File: src/rtl/instruction_encoder_pkg.sv
// rtl/instruction_encoder_pkg.sv - shared formats, field positions and FSM states for the instruction encoder
package instruction_encoder_pkg;

    localparam logic [1:0] FMT_R   = 2'd0;
    localparam logic [1:0] FMT_I   = 2'd1;
    localparam logic [1:0] FMT_J   = 2'd2;
    localparam logic [1:0] FMT_BAD = 2'd3;

    localparam int WORD_W    = 16;
    localparam int OPC_MSB   = 15;
    localparam int OPC_LSB   = 12;
    localparam int RS_MSB    = 11;
    localparam int RS_LSB    = 10;
    localparam int RT_MSB    = 9;
    localparam int RT_LSB    = 8;
    localparam int RD_MSB    = 7;
    localparam int RD_LSB    = 6;
    localparam int FUNCT_MSB = 5;
    localparam int FUNCT_LSB = 0;
    localparam int IMM_MSB   = 7;
    localparam int IMM_LSB   = 0;
    localparam int TGT_MSB   = 11;
    localparam int TGT_LSB   = 0;

    typedef enum logic {
        ST_IDLE  = 1'b0,
        ST_WRITE = 1'b1
    } wr_state_e;

    // Inverse of the decoder's field extraction; an illegal format yields zero.
    function automatic logic [WORD_W-1:0] encode_word(
        input logic [1:0]  fmt,
        input logic [3:0]  opcode,
        input logic [1:0]  rs,
        input logic [1:0]  rt,
        input logic [1:0]  rd,
        input logic [5:0]  funct,
        input logic [7:0]  imm,
        input logic [11:0] target
    );
        logic [WORD_W-1:0] w;
        w = '0;
        w[OPC_MSB:OPC_LSB] = opcode;
        case (fmt)
            FMT_R: begin
                w[RS_MSB:RS_LSB]       = rs;
                w[RT_MSB:RT_LSB]       = rt;
                w[RD_MSB:RD_LSB]       = rd;
                w[FUNCT_MSB:FUNCT_LSB] = funct;
            end
            FMT_I: begin
                w[RS_MSB:RS_LSB]   = rs;
                w[RT_MSB:RT_LSB]   = rt;
                w[IMM_MSB:IMM_LSB] = imm;
            end
            FMT_J: begin
                w[TGT_MSB:TGT_LSB] = target;
            end
            default: begin
                w = '0;
            end
        endcase
        return w;
    endfunction

endpackage

File: src/rtl/instruction_encoder_fifo.sv
// rtl/instruction_encoder_fifo.sv - DEPTH x WIDTH synchronous FIFO holding encoded words
module instr_fifo #(
    parameter int DEPTH = 4,
    parameter int WIDTH = 16
) (
    input  logic             clk,
    input  logic             reset_n,
    input  logic             i_push,
    input  logic [WIDTH-1:0] i_wdata,
    input  logic             i_pop,
    output logic [WIDTH-1:0] o_rdata,
    output logic             o_full,
    output logic             o_empty
);

    localparam int PTR_W = $clog2(DEPTH);

    logic [WIDTH-1:0] r_mem [DEPTH];
    logic [PTR_W:0]   r_wr_ptr;
    logic [PTR_W:0]   r_rd_ptr;
    logic             w_push_ok;
    logic             w_pop_ok;

    // Extra pointer MSB distinguishes full from empty when the index bits match.
    assign o_empty   = (r_wr_ptr == r_rd_ptr);
    assign o_full    = (r_wr_ptr[PTR_W] != r_rd_ptr[PTR_W]) &&
                       (r_wr_ptr[PTR_W-1:0] == r_rd_ptr[PTR_W-1:0]);
    assign w_push_ok = i_push & ~o_full;
    assign w_pop_ok  = i_pop & ~o_empty;
    assign o_rdata   = r_mem[r_rd_ptr[PTR_W-1:0]];

    always_ff @(posedge clk) begin
        if (w_push_ok) begin
            r_mem[r_wr_ptr[PTR_W-1:0]] <= i_wdata;
        end
    end

    always_ff @(posedge clk or negedge reset_n) begin
        if (!reset_n) begin
            r_wr_ptr <= '0;
            r_rd_ptr <= '0;
        end else begin
            if (w_push_ok) begin
                r_wr_ptr <= r_wr_ptr + (PTR_W+1)'(1);
            end
            if (w_pop_ok) begin
                r_rd_ptr <= r_rd_ptr + (PTR_W+1)'(1);
            end
        end
    end

endmodule

File: src/rtl/instruction_encoder.sv
// rtl/instruction_encoder.sv - packs instruction fields, queues them and writes them to instruction memory
module instruction_encoder
    import instruction_encoder_pkg::*;
#(
    parameter int DEPTH  = 4,
    parameter int ADDR_W = 8
) (
    input  logic              clk,
    input  logic              reset_n,
    input  logic              in_valid,
    output logic              in_ready,
    input  logic [1:0]        fmt,
    input  logic [3:0]        opcode,
    input  logic [1:0]        rs,
    input  logic [1:0]        rt,
    input  logic [1:0]        rd,
    input  logic [5:0]        funct,
    input  logic [7:0]        immediate,
    input  logic [11:0]       target,
    input  logic              base_load,
    input  logic [ADDR_W-1:0] base_addr,
    output logic              mem_we,
    output logic [ADDR_W-1:0] mem_addr,
    output logic [15:0]       mem_wdata,
    input  logic              mem_ack,
    output logic              busy,
    output logic [ADDR_W-1:0] wr_count,
    output logic              err,
    input  logic              err_clr
);

    wr_state_e         r_state;
    wr_state_e         w_state_nxt;
    logic              r_mem_we;
    logic [ADDR_W-1:0] r_mem_addr;
    logic [15:0]       r_mem_wdata;
    logic [ADDR_W-1:0] r_wptr;
    logic [ADDR_W-1:0] r_wr_count;
    logic              r_err;

    logic              w_accept;
    logic              w_push;
    logic              w_illegal;
    logic [15:0]       w_word;
    logic [15:0]       w_head;
    logic              w_full;
    logic              w_empty;
    logic              w_launch;
    logic              w_pop;
    logic              w_base_take;

    assign in_ready  = ~w_full;
    assign w_accept  = in_valid & in_ready;
    assign w_illegal = w_accept & (fmt == FMT_BAD);
    assign w_push    = w_accept & (fmt != FMT_BAD);
    assign w_word    = encode_word(fmt, opcode, rs, rt, rd, funct, immediate, target);

    instr_fifo #(
        .DEPTH (DEPTH),
        .WIDTH (16)
    ) u_fifo (
        .clk     (clk),
        .reset_n (reset_n),
        .i_push  (w_push),
        .i_wdata (w_word),
        .i_pop   (w_pop),
        .o_rdata (w_head),
        .o_full  (w_full),
        .o_empty (w_empty)
    );

    always_ff @(posedge clk or negedge reset_n) begin
        if (!reset_n) begin
            r_state <= ST_IDLE;
        end else begin
            r_state <= w_state_nxt;
        end
    end

    // mem_we is always low in IDLE, so a base load there never disturbs a write.
    always_comb begin
        w_state_nxt = r_state;
        w_launch    = 1'b0;
        w_pop       = 1'b0;
        w_base_take = 1'b0;
        case (r_state)
            ST_IDLE: begin
                if (base_load) begin
                    w_base_take = 1'b1;
                end else if (!w_empty) begin
                    w_launch    = 1'b1;
                    w_state_nxt = ST_WRITE;
                end
            end
            ST_WRITE: begin
                if (mem_ack) begin
                    w_pop       = 1'b1;
                    w_state_nxt = ST_IDLE;
                end
            end
            default: begin
                w_state_nxt = ST_IDLE;
            end
        endcase
    end

    always_ff @(posedge clk or negedge reset_n) begin
        if (!reset_n) begin
            r_mem_we    <= 1'b0;
            r_mem_addr  <= '0;
            r_mem_wdata <= '0;
            r_wptr      <= '0;
            r_wr_count  <= '0;
        end else begin
            if (w_launch) begin
                r_mem_we    <= 1'b1;
                r_mem_addr  <= r_wptr;
                r_mem_wdata <= w_head;
            end
            if (w_pop) begin
                r_mem_we   <= 1'b0;
                r_wptr     <= r_wptr + ADDR_W'(1);
                r_wr_count <= r_wr_count + ADDR_W'(1);
            end
            if (w_base_take) begin
                r_wptr     <= base_addr;
                r_wr_count <= '0;
            end
        end
    end

    always_ff @(posedge clk or negedge reset_n) begin
        if (!reset_n) begin
            r_err <= 1'b0;
        end else if (err_clr) begin
            r_err <= 1'b0;
        end else if (w_illegal) begin
            r_err <= 1'b1;
        end
    end

    assign mem_we    = r_mem_we;
    assign mem_addr  = r_mem_addr;
    assign mem_wdata = r_mem_wdata;
    assign wr_count  = r_wr_count;
    assign err       = r_err;
    assign busy      = (r_state != ST_IDLE) | ~w_empty;

endmodule

File: config.mk
export PLATFORM = sky130hd
export DESIGN_NAME = instruction_encoder
export DESIGN_NICKNAME = d
export VERILOG_FILES = /design/src/rtl/instruction_encoder_pkg.sv /design/src/rtl/instruction_encoder_fifo.sv /design/src/rtl/instruction_encoder.sv
export SDC_FILE = /design/constraint.sdc
export NUM_CORES = 1
export LEC_CHECK = 0
export ABC_AREA = 1
export CAP_MARGIN = 5
export CORE_AREA = 2 2 124 126
export DETAILED_ROUTE_END_ITERATION = 8
export DIE_AREA = 0 0 126 128
export PLACE_DENSITY_LB_ADDON = 0.08
export SKIP_CTS_REPAIR_TIMING = 1
export SYNTH_ARGS = -nofsm -noshare
export SYNTH_HDL_FRONTEND = slang
export SYNTH_SLANG_ARGS = --single-unit
File: constraint.sdc
create_clock -name clk -period 2.83 [get_ports clk]
set_clock_uncertainty 0.1 [all_clocks]
set_input_delay 0.4245 -clock clk [delete_from_list [all_inputs] [get_ports clk]]
set_output_delay 0.4245 -clock clk [all_outputs]
set_load 0.02 [all_outputs]
==> out/metrics.yaml <==
synth_area_um2: 5060
crit_end: "busy"
wirelength_um: 12140
drt_iter0_drc: 252
antenna_found_initial: 0
cp_slowest_cell: "clkdlybuf4s50_1"
final_max_slew_viol_count: 0
grt.overflow.total: 0
cp.depth: 4
post-route-period-util: 0.8920
clk_pin_slew_ps: 50
drt_pass1_iterations: 4
diodes: 0
max_freq_mhz: 396.1
netlist_instances: 494
r2r_start: "u_fifo.r_wr_ptr[1]"
remaining_drc_errors: 0
worstSetupEndpointType: "primary output"
cts_inserted_buffers: 17
crit_family: "buffers and inverters"
reg2reg_depth: 8
yosys-top-cells-area: "edfxtp_1, dfrtp_1, nand2_1, o21ai_0, nand3_1"
synth.most_common_cell: "nand2_1"
viasPerCell: 4.809
rsz0062_at_grt: "no"
grt_pass1_vias: 3843
nets: 654
hold_viol: 0
crit_type: "flop to primary output"
fp.dieH_um: 128
path_cells: "xnor2_2 -> nand3b_4 -> or2_1 -> clkdlybuf4s50_1"
dpl.hpwl_um: 8234
yosysTopAreaCellShare: 0.3798
fin_crit_ps: 2524
async_flop_share: 0.4336
clock_sinks: 113
start_util: 0.3404
grt_util_all_layers: 0.1593
clock_path_buffers: 2
whs_path_depth: 2
synth_edf_count: 64
grt_first_pass_wirelength_um: 19690
yosysTopAreaCell: "edfxtp_1"
grt_max_degree: 36
cts_tree: "done"
slowest_delay_ps: 540
ys_seq_area_frac: 0.6222
multi_input_area_um2: 1618
avgRoutedWirePerCell_um: 15.25
clock_latency_ps: 410
synth-main-ff-cell: "edfxtp_1"
routabilityCongestion: 0.7997
reg2reg_slack_ps: 920
htree_levels: 4
hold_path_class: "flop to flop"
die_x_um: 126
drive_gt1_frac: 0.1053
pin_count: 88
ant_nets: 0
portBuffers: 87
syn_area_per_cell_um2: 10.24
setup_ws_ps: 305.5
route.vias.total: 3828
status: "completed"
yosys_register_bits: 113
max_slew_margin: 0.5953
fillers: 1431
ys_types: 36
worstPathArrival_ps: 2000
seq_area_um2: 3148
worst-path-buf-inv: 1
synth_common_cells: "nand2_1, edfxtp_1, nor2_1"
rows: 45
setup_viol: 0
leakage_nw: 2.789
worstPathRequired_ps: 2310
pre_cts_ws_ps: 517.4
syn-num-nets: 553
worst_pin_slew_ps: 607.1
cp-start-kind: "flop"
cap_violations: 0
path_max_fanout: 5
startpoint: "u_fifo.r_wr_ptr[0]"
cts_root_buf: "clkbuf_16"
ys_warn_count: 0
dieArea_um2: 16130
area_growth_pct: 32.00
irDropWorstVdd_v: 0.0004584
coreArea_um2: 14860
powerDensity_nw_per_um2: 1044
reg2reg_to: "u_fifo.r_mem[0][7]"
setup_tns_ps: 0
[layout by cell type, fill, tap and decap left out, types with 4 or more instances in the layout]
master / instances
a21oi_1: 8
a22o_1: 5
buf_4: 16
clkbuf_1: 7
clkbuf_16: 17
clkdlybuf4s50_1: 86
clkinv_2: 4
dfrtp_1: 49
edfxtp_1: 64
ha_1: 7
inv_1: 35
nand2_1: 102
nand2_2: 6
nand3_1: 44
nand4_1: 7
nor2_1: 50
o21ai_0: 49
o21ai_2: 4
o22ai_1: 17
[stage by stage]
stage               total power [mW]    util  instances  area, µm²  hold WS, ps
floorplan                      4.162       -        494       5060        28.91
global placement               5.111  0.4125        763       6132        361.6
detailed placement             5.131  0.4125        763       6132        365.8
CTS                            7.071  0.4487        795       6669       -51.25
global route                   7.458  0.4493        796       6679        406.2
finish                         6.973  0.4493        796       6679        369.9
[area by class of cell]
class,count,share of cell area
Clock buffer,26,0.07175
Clock inverter,6,0.008617
Inverter,38,0.02173
Multi-Input combinational cell,321,0.2422
Sequential cell,113,0.4713
Tap cell,188,0.03522
Timing Repair Buffer,104,0.1491
[metal layers]
| metal | vias to the layer above | GRT usage | wire [µm] |
|---|---|---|---|
| met5 | - | 0 | 0 |
| met3 | 17 | 0.03589 | 584 |
| met4 | 0 | 0.06529 | 199 |
| met1 | 1792 | 0.1960 | 5509 |
| li1 | 1897 | - | - |
| met2 | 122 | 0.2723 | 5845 |
[worst min path at each step]
| stage | from | to |
|---|---|---|
| 2_1_floorplan | reset_n | err |
| 3_3_place_gp | mem_addr[2] | mem_addr[2] |
| 3_5_place_dp | mem_wdata[9] | mem_wdata[9] |
| 4_1_cts | reset_n | mem_addr[5] |
| 5_1_grt | mem_addr[2] | mem_addr[2] |
| 6_report | mem_addr[2] | mem_addr[2] |
[flip-flops by register name, summed over array words and instances (netlist names)]
register         flops
err                  1
mem_addr             8
mem_wdata           16
mem_we               1
r_state              1
r_wptr               8
u_fifo.r_mem        64
u_fifo.r_rd_ptr      3
u_fifo.r_wr_ptr      3
wr_count             8
[worst reg2reg max path, delay by kind of cell, from the launching register on]
family	cells	cell delay (ps)
buffers and inverters	3	530
AND/OR/NAND/NOR	5	530
flip-flops	1	420
[kinds of logic after synthesis]
| group | Yosys count | share of synthesized area |
|---|---|---|
| xor gates and xnor gates | 4 | 0.008409 |
| buffers and inverters | 60 | 0.05811 |
| DFF | 113 | 0.6222 |
| AOI/OAI and AO/OA | 90 | 0.1024 |
| adders and majority gates | 7 | 0.01731 |
| and+or+nand+nor | 220 | 0.1916 |
[power breakdown]
group | internal, mW | switching, mW
registers | 2.22 | 0.271
logic | 0.999 | 1.58
clock network | 1.24 | 0.664
Power figures use the tool's default switching activity.
